==> src/rtl/pipe_pkg.sv <==
// Shared types for the valid/ready skid buffer stage.
// No logic; state encoding only.
// Not applicable (no handshake in a package).
package pipe_pkg;

  // Occupancy of the stage: nothing held, main slot only, main plus skid slot.
  typedef enum logic [1:0] {
    SKID_EMPTY = 2'd0,
    SKID_ONE   = 2'd1,
    SKID_FULL  = 2'd2
  } skid_state_t;

endpackage : pipe_pkg

==> src/rtl/flopenr.sv <==
// Enabled data register with asynchronous active-high clear.
// One cycle: d is captured on the rising edge when en is high.
// No handshake; the owner decides when to load through en.
module flopenr #(
  parameter int WIDTH = 32
) (
  input  logic             clk,
  input  logic             reset,
  input  logic             en,
  input  logic [WIDTH-1:0] d,
  output logic [WIDTH-1:0] q
);

  // Load on enable, clear immediately on reset.
  always_ff @(posedge clk or posedge reset) begin
    if (reset) begin
      q <= '0;
    end else if (en) begin
      q <= d;
    end
  end

endmodule : flopenr

==> src/rtl/pipe_skid_buffer.sv <==
// Two-entry valid/ready pipeline stage (main slot plus skid slot).
// One cycle: a word accepted at edge N is presented on out_data after edge N.
// in_ready is registered from the next state, so it never follows out_ready combinationally.
module pipe_skid_buffer
  import pipe_pkg::*;
#(
  parameter int WIDTH = 32
) (
  input  logic             clk,
  input  logic             reset,
  input  logic             flush,
  input  logic             in_valid,
  output logic             in_ready,
  input  logic [WIDTH-1:0] in_data,
  output logic             out_valid,
  input  logic             out_ready,
  output logic [WIDTH-1:0] out_data
);

  skid_state_t      state_q, state_d;
  logic             out_valid_q;
  logic             in_ready_q;
  logic             accept;
  logic             emit;
  logic             main_en;
  logic             skid_en;
  logic             main_from_skid;
  logic [WIDTH-1:0] main_d;
  logic [WIDTH-1:0] main_q;
  logic [WIDTH-1:0] skid_q;

  assign accept = in_valid & in_ready_q;
  assign emit   = out_valid_q & out_ready;

  // Next-state and data-register enables; flush overrides every transfer.
  always_comb begin
    state_d        = state_q;
    main_en        = 1'b0;
    skid_en        = 1'b0;
    main_from_skid = 1'b0;
    if (flush) begin
      state_d = SKID_EMPTY;
    end else begin
      unique case (state_q)
        SKID_EMPTY: begin
          if (accept) begin
            main_en = 1'b1;
            state_d = SKID_ONE;
          end
        end
        SKID_ONE: begin
          if (accept && emit) begin
            main_en = 1'b1;
          end else if (accept) begin
            // Downstream stalled: park the new word behind the one on the output.
            skid_en = 1'b1;
            state_d = SKID_FULL;
          end else if (emit) begin
            state_d = SKID_EMPTY;
          end
        end
        SKID_FULL: begin
          if (emit) begin
            main_en        = 1'b1;
            main_from_skid = 1'b1;
            state_d        = SKID_ONE;
          end
        end
        default: begin
          state_d = SKID_EMPTY;
        end
      endcase
    end
  end

  assign main_d = main_from_skid ? skid_q : in_data;

  // State, output valid and input ready all registered from the next state.
  always_ff @(posedge clk or posedge reset) begin
    if (reset) begin
      state_q     <= SKID_EMPTY;
      out_valid_q <= 1'b0;
      in_ready_q  <= 1'b1;
    end else begin
      state_q     <= state_d;
      out_valid_q <= (state_d != SKID_EMPTY);
      in_ready_q  <= (state_d != SKID_FULL);
    end
  end

  flopenr #(.WIDTH(WIDTH)) u_main_reg (
    .clk   (clk),
    .reset (reset),
    .en    (main_en),
    .d     (main_d),
    .q     (main_q)
  );

  flopenr #(.WIDTH(WIDTH)) u_skid_reg (
    .clk   (clk),
    .reset (reset),
    .en    (skid_en),
    .d     (in_data),
    .q     (skid_q)
  );

  assign out_valid = out_valid_q;
  assign in_ready  = in_ready_q;
  assign out_data  = main_q;

endmodule : pipe_skid_buffer
==> config.mk <==
export PLATFORM = sky130hd
export DESIGN_NAME = pipe_skid_buffer
export DESIGN_NICKNAME = d
export VERILOG_FILES = /design/src/rtl/pipe_pkg.sv /design/src/rtl/flopenr.sv /design/src/rtl/pipe_skid_buffer.sv
export SDC_FILE = /design/constraint.sdc
export NUM_CORES = 1
export LEC_CHECK = 0
export ABC_AREA = 0
export BUFFER_PORTS_ARGS = -buffer_cell sky130_fd_sc_hd__buf_4
export CAP_MARGIN = 20
export CORE_AREA = 8 8 118 87
export CTS_BUF_LIST = sky130_fd_sc_hd__clkbuf_4 sky130_fd_sc_hd__clkbuf_8
export DETAILED_ROUTE_END_ITERATION = 10
export DIE_AREA = 0 0 126 95
export HOLD_SLACK_MARGIN = 0.12
export MAX_ROUTING_LAYER = met4
export PLACE_DENSITY = 0.67
export SLEW_MARGIN = 20
export SYNTH_ARGS = -nofsm -noshare
export SYNTH_HDL_FRONTEND = slang
export SYNTH_SLANG_ARGS = --single-unit
==> constraint.sdc <==
create_clock -name clk -period 2.8 [get_ports clk]
set_clock_uncertainty 0.05 [all_clocks]
set_input_delay 0 -clock clk [delete_from_list [all_inputs] [get_ports clk]]
set_output_delay 0 -clock clk [all_outputs]
set_load 0.005 [all_outputs]
* Word-level counts from Yosys, hierarchy flattened *
Cells that the tools add are included.

storage, ports and cells
  logic and storage cells = 31
  RAM bits = 0
  input port bits = 37
  output and inout port bits = 34
  register bits = 68
  memories = 0
  ROM bits = 0
  bits in latches = 0

cells by class
  equal/unequal tests = 3
  $lt $le $gt $ge = 0
  add/subtract/negate cells = 0
  multipliers = 0
  mux-type cells = 18
  shift operators = 0
  div/mod/pow operators = 0
  bitwise gates (word level) = 2
  reductions and logical operators = 3

operators with widths
  operator              count
  $mux W32              1
  $mux W2               6
  $mux W1               9
  $pmux W2 S3           1
  $pmux W1 S3           1
  $and A1 B1 Y1         2
  $eq A2 B1 Y1 const B  1
  $eq A2 B2 Y1 const B  1
  $logic_not A2 Y1      1
  $ne A2 B2 Y1 const B  1
  $reduce_bool A2 Y1    1
  $logic_and A1 B1 Y1   1

* Longest topological paths before layout *
  depth in word-level cells = 7
  mapped depth = 6
  depth with buffers taken out = 4

* Modules after synthesis *
From an unflattened synthesis, not the netlist that was laid out.

unflattened totals
  cells, all modules = 198
  area, all modules = 3342.0 µm²

by module, submodules not included
  module            times used  cells an instance  seq. area each (µm²)  area each (µm²)
  flopenr           2           69                 800.8                 1348.8
  pipe_skid_buffer  1           60                 101.3                 644.4

* Least setup slack after synthesis *
Ideal clock, no wire load.

  kind = flip-flop to flip-flop
  start = reg in_ready_q, in the netlist in_ready
  end = reg u_main_reg.q[0]
  library setup time = 0.123 ns
  buffers on the path = 1
  stages on the path, launching flop included = 5
  setup slack = 1.136 ns
  period minus slack after synthesis = 1.664 ns
  data required time = 2.627 ns
  data arrival time = 1.491 ns
  path through = dfstp_2 > nand3b_1 > a221oi_4 > buf_4 > a21oi_2

between the ends
  word-level cells in the longest chain between the ends = 5
  elaborated cells between the ends (all ways) = 6
  those cells by class = 4 x mux; 1 x bitwise; 1 x reduce/logical

RTL lines
  item                    RTL line                source
  start, declared         pipe_skid_buffer.sv:22  logic in_ready_q;
  start signal, assigned  pipe_skid_buffer.sv:87  in_ready_q <= (state_d != SKID_FULL);
  $and A1 B1 Y1 *         pipe_skid_buffer.sv:32  assign accept = in_valid & in_ready_q;
  $logic_and A1 B1 Y1     pipe_skid_buffer.sv:52  if (accept && emit) begin
  $mux W1                 pipe_skid_buffer.sv:52
  $pmux W1 S3 *           pipe_skid_buffer.sv:44  unique case (state_q)
  $mux W1 *               pipe_skid_buffer.sv:41  if (flush) begin
  end signal, assigned    flopenr.sv:17           q <= '0;
  end signal, assigned    flopenr.sv:19           q <= d;
  end, declared           flopenr.sv:11           output logic [WIDTH-1:0] q

Mark *: on every way between the ends. The rest lies on a longest branch, timed or not.
A chain may end at the register's enable or synchronous reset.

* Worst setup path in the final report *
  start = reg state_q[0]
  end = reg u_main_reg.q[13]

between the ends
  word-level cells in the longest chain between the ends = 4
  elaborated cells between the ends (all ways) = 8
  those cells by class = 2 x eq/ne; 5 x mux; 1 x reduce/logical

RTL lines
  item                    RTL line                source
  start, declared         pipe_skid_buffer.sv:20  skid_state_t state_q, state_d;
  start signal, assigned  pipe_skid_buffer.sv:85  state_q <= state_d;
  $eq A2 B2 Y1            pipe_skid_buffer.sv:44
  $mux W1                 pipe_skid_buffer.sv:44
  $mux W1                 pipe_skid_buffer.sv:41
  $mux W32                pipe_skid_buffer.sv:76  assign main_d = main_from_skid ? skid_q : in_data;

Several ways; a longest one is shown, not always the timed one.

==> summary.txt <==
Outcome
  • Status: completed

Placement
  • Global placer's final weighted congestion: 0.773
  • IO Port Bufs: 70
  • Hpwl dp: 4500 um
  • Placed insts: 399
  • Worst Setup Slack post-DPL: 0.724 ns

Yosys
  • Synthesized flop and latch total: 68
  • Share of the synthesized area in the top cell type: 55.2%
  • Top cells by count, synth: dfrtp_1 (67), nor2_1 (33), mux2_2 (32), mux2i_1 (32), a21oi_2 (28)
  • Top post-synthesis cells by area: dfrtp_1 (55%), mux2_2 (12%), mux2i_1 (11%), a21oi_2 (8.1%), nor2_1 (4.1%)
  • Syn nets: 269
  • Mapped Cells: 232
  • Asr flop ratio synth: 100%
  • Count of warnings emitted by yosys: 0
  • EDFF count, synth: 0
  • Ys flop type: dfrtp_1
  • Post-Synthesis Cell Area: 3040 um^2
  • Count leader, synth: dfrtp_1
  • Post-synthesis sequential area ratio: 56.0%
  • Distinct cells, synth: 23
  • Avg Inst Size Synth: 13.1 um^2
  • Area leader, netlist: dfrtp_1

Floorplanning
  • I/O pin cnt: 71
  • Die area: 12000 um^2
  • CORE AREA: 8340 um^2
  • Die X: 126 um
  • Die Span Y: 95 um
  • Initial Util: 36.4%
  • FP Rows: 28

Cells and area
  • Register area: 1700 um^2
  • Fillers: 733
  • Nets@finish: 379
  • Ant. Diodes: 0
  • Layout cells sized above 1: 45.8%
  • Area grow syn2layout: 39.5%
  • Post-route insts no fill: 452
  • Multi-input logic area: 1240 um^2

Clocking
  • Setup bufs post-CTS: 0
  • Reg clk slew, reported paths: 0.07 ns
  • CTS root buffer: clkbuf_8
  • Worst-Skew Late Latency: 0.34 ns
  • CTS tree: built
  • H-tree depth: 3
  • CTS Buf Count: 9
  • Clk buf depth: 2
  • Clk sinks: 68

GRT
  • Global-route wire length before repair: 11700 um
  • Antenna violations before repair: 0
  • Largest net degree at the start of global routing: 69
  • Vias in the first global route: 2257
  • Grt ovf: 0
  • Total track usage: 12.7%

Route
  • DRT antenna net count: 0
  • Initial DRC Count: 76
  • Routed length per placed instance: 14.9 um
  • Final wirelength: 6730 um
  • Via count: 2125
  • Drc violations: 0
  • Drt pass-1 iters: 5
  • Vias/cell: 4.70

Critical path
  • CP startpoint kind: flip-flop
  • Kind of critical path: reg -> reg
  • WP data required: 2.96 ns
  • Worst EP arrival: 2.23 ns
  • Reg2Reg Depth: 5
  • Worst Path Max Fanout: 17
  • Crit path capture type: flip-flop

Worst hold path
  • HP Class: in -> reg
  • Worst Hold Path Cells: 3

STA
  • Worst-Margin Slew: 0.877 ns
  • Min Clock Period, post-route: 2.07 ns
  • Final setup fails: 0
  • Slew margin rel.: 41.5%
  • Setup Total Neg Slack: 0 ns
  • RSZ-0062 raised after global routing: false
  • Final Hold Viols: 0
  • Final Slew Violations: 0
  • Final Worst Setup Slack: 0.734 ns
  • Max Clock Freq: 484 MHz
  • Crit share post-route: 73.8%

Power and ir drop
  • LEAKAGE: 1.80 nW
  • Pwr dens: 734 nW/um^2
  • Peak VDD IR: 0.000296 V

Flow run
  • Max-cap viol count: 0
[cell type report]
| cell class | count | area share, % |
|---|---|---|
| clock buffers | 9 | 2.92 |
| clock inverters | 7 | 2.15 |
| inverters | 1 | 0.0885 |
| multi-input cells | 150 | 29.3 |
| flip-flops and latches | 68 | 40.2 |
| well taps | 105 | 3.10 |
| repair buffers | 112 | 22.3 |
[final timing paths]
path,end,slack (ns),start
max,u_main_reg.q[13],0.73,state_q[0]
min,u_skid_reg.q[16],0.39,in_data[16]
max reg2reg,u_main_reg.q[13],0.73,state_q[0]
min reg2reg,u_skid_reg.q[7],0.46,u_skid_reg.q[7]
max in group asynchronous,u_skid_reg.q[8],1.68,reset
min in group asynchronous,u_main_reg.q[22],0.46,reset
[metal layers]
metal / up-vias / GRT usage, % / part of all wire (%)
met1: 1020 / 16.3 / 50
li1: 1030 / - / -
met4: 0 / 3.59 / 0.99
met2: 69 / 18.5 / 44
met3: 6 / 4.61 / 5.6
met5: - / - / 0
[through the flow]
stage                     hold slack [ns]  instance area, um^2  utilization, %  total power, mW
after CTS                           0.372                 4240            50.9             3.15
after global placement              0.190                 3650            43.8             2.19
after floorplan                    0.0131                 3040               -             1.88
after global routing                0.390                 4240            50.9             3.31
final                               0.394                 4240            50.9             3.11
after detailed placement            0.195                 3650            43.8             2.22
[critical path, stage by stage, from the launching register on]
cell and delay (ns):
dfrtp_1 0.48, nand4b_4 0.25, nor2_4 0.54, buf_12 0.26, mux2i_1 0.26, a21oi_2 0.08
[report_power, final]
group	internal, mW	switching, mW
combinational	0.466	0.291
clock	0.498	0.378
sequential	1.30	0.176
total	2.27	0.845
[cells by family after synthesis]
group                  share of synthesized area (%)
DFF                                             56.0
muxes                                           22.4
and+or+nand+nor                                 6.71
AOI/OAI and AO/OA                               11.4
buffers and inverters                           3.46
[repair_timing]
action | CTS | global route
hold buffers | 37 | 0
setup endpoints to repair | 0 | 0
resized for setup | 0 | 0
hold endpoints to repair | 135 | 0
[state kept, by name, summed over array words and instances, names as in the netlist]
register / cells
state_q: 2
u_skid_reg.q: 32
in_ready: 1
out_valid: 1
u_main_reg.q: 32
[cells in the final DEF, fill, tap and decap left out, types with 2 or more instances in the layout]
cell	instances
buf_4	74
nand3_1	2
mux2i_1	32
dlygate4sd3_1	37
nor2_1	33
clkinv_2	3
mux2_2	32
dfrtp_1	67
bufinv_16	2
clkbuf_8	9
a21oi_2	28
a21oi_1	8
nand2_1	4
Power figures use the tool's default switching activity.
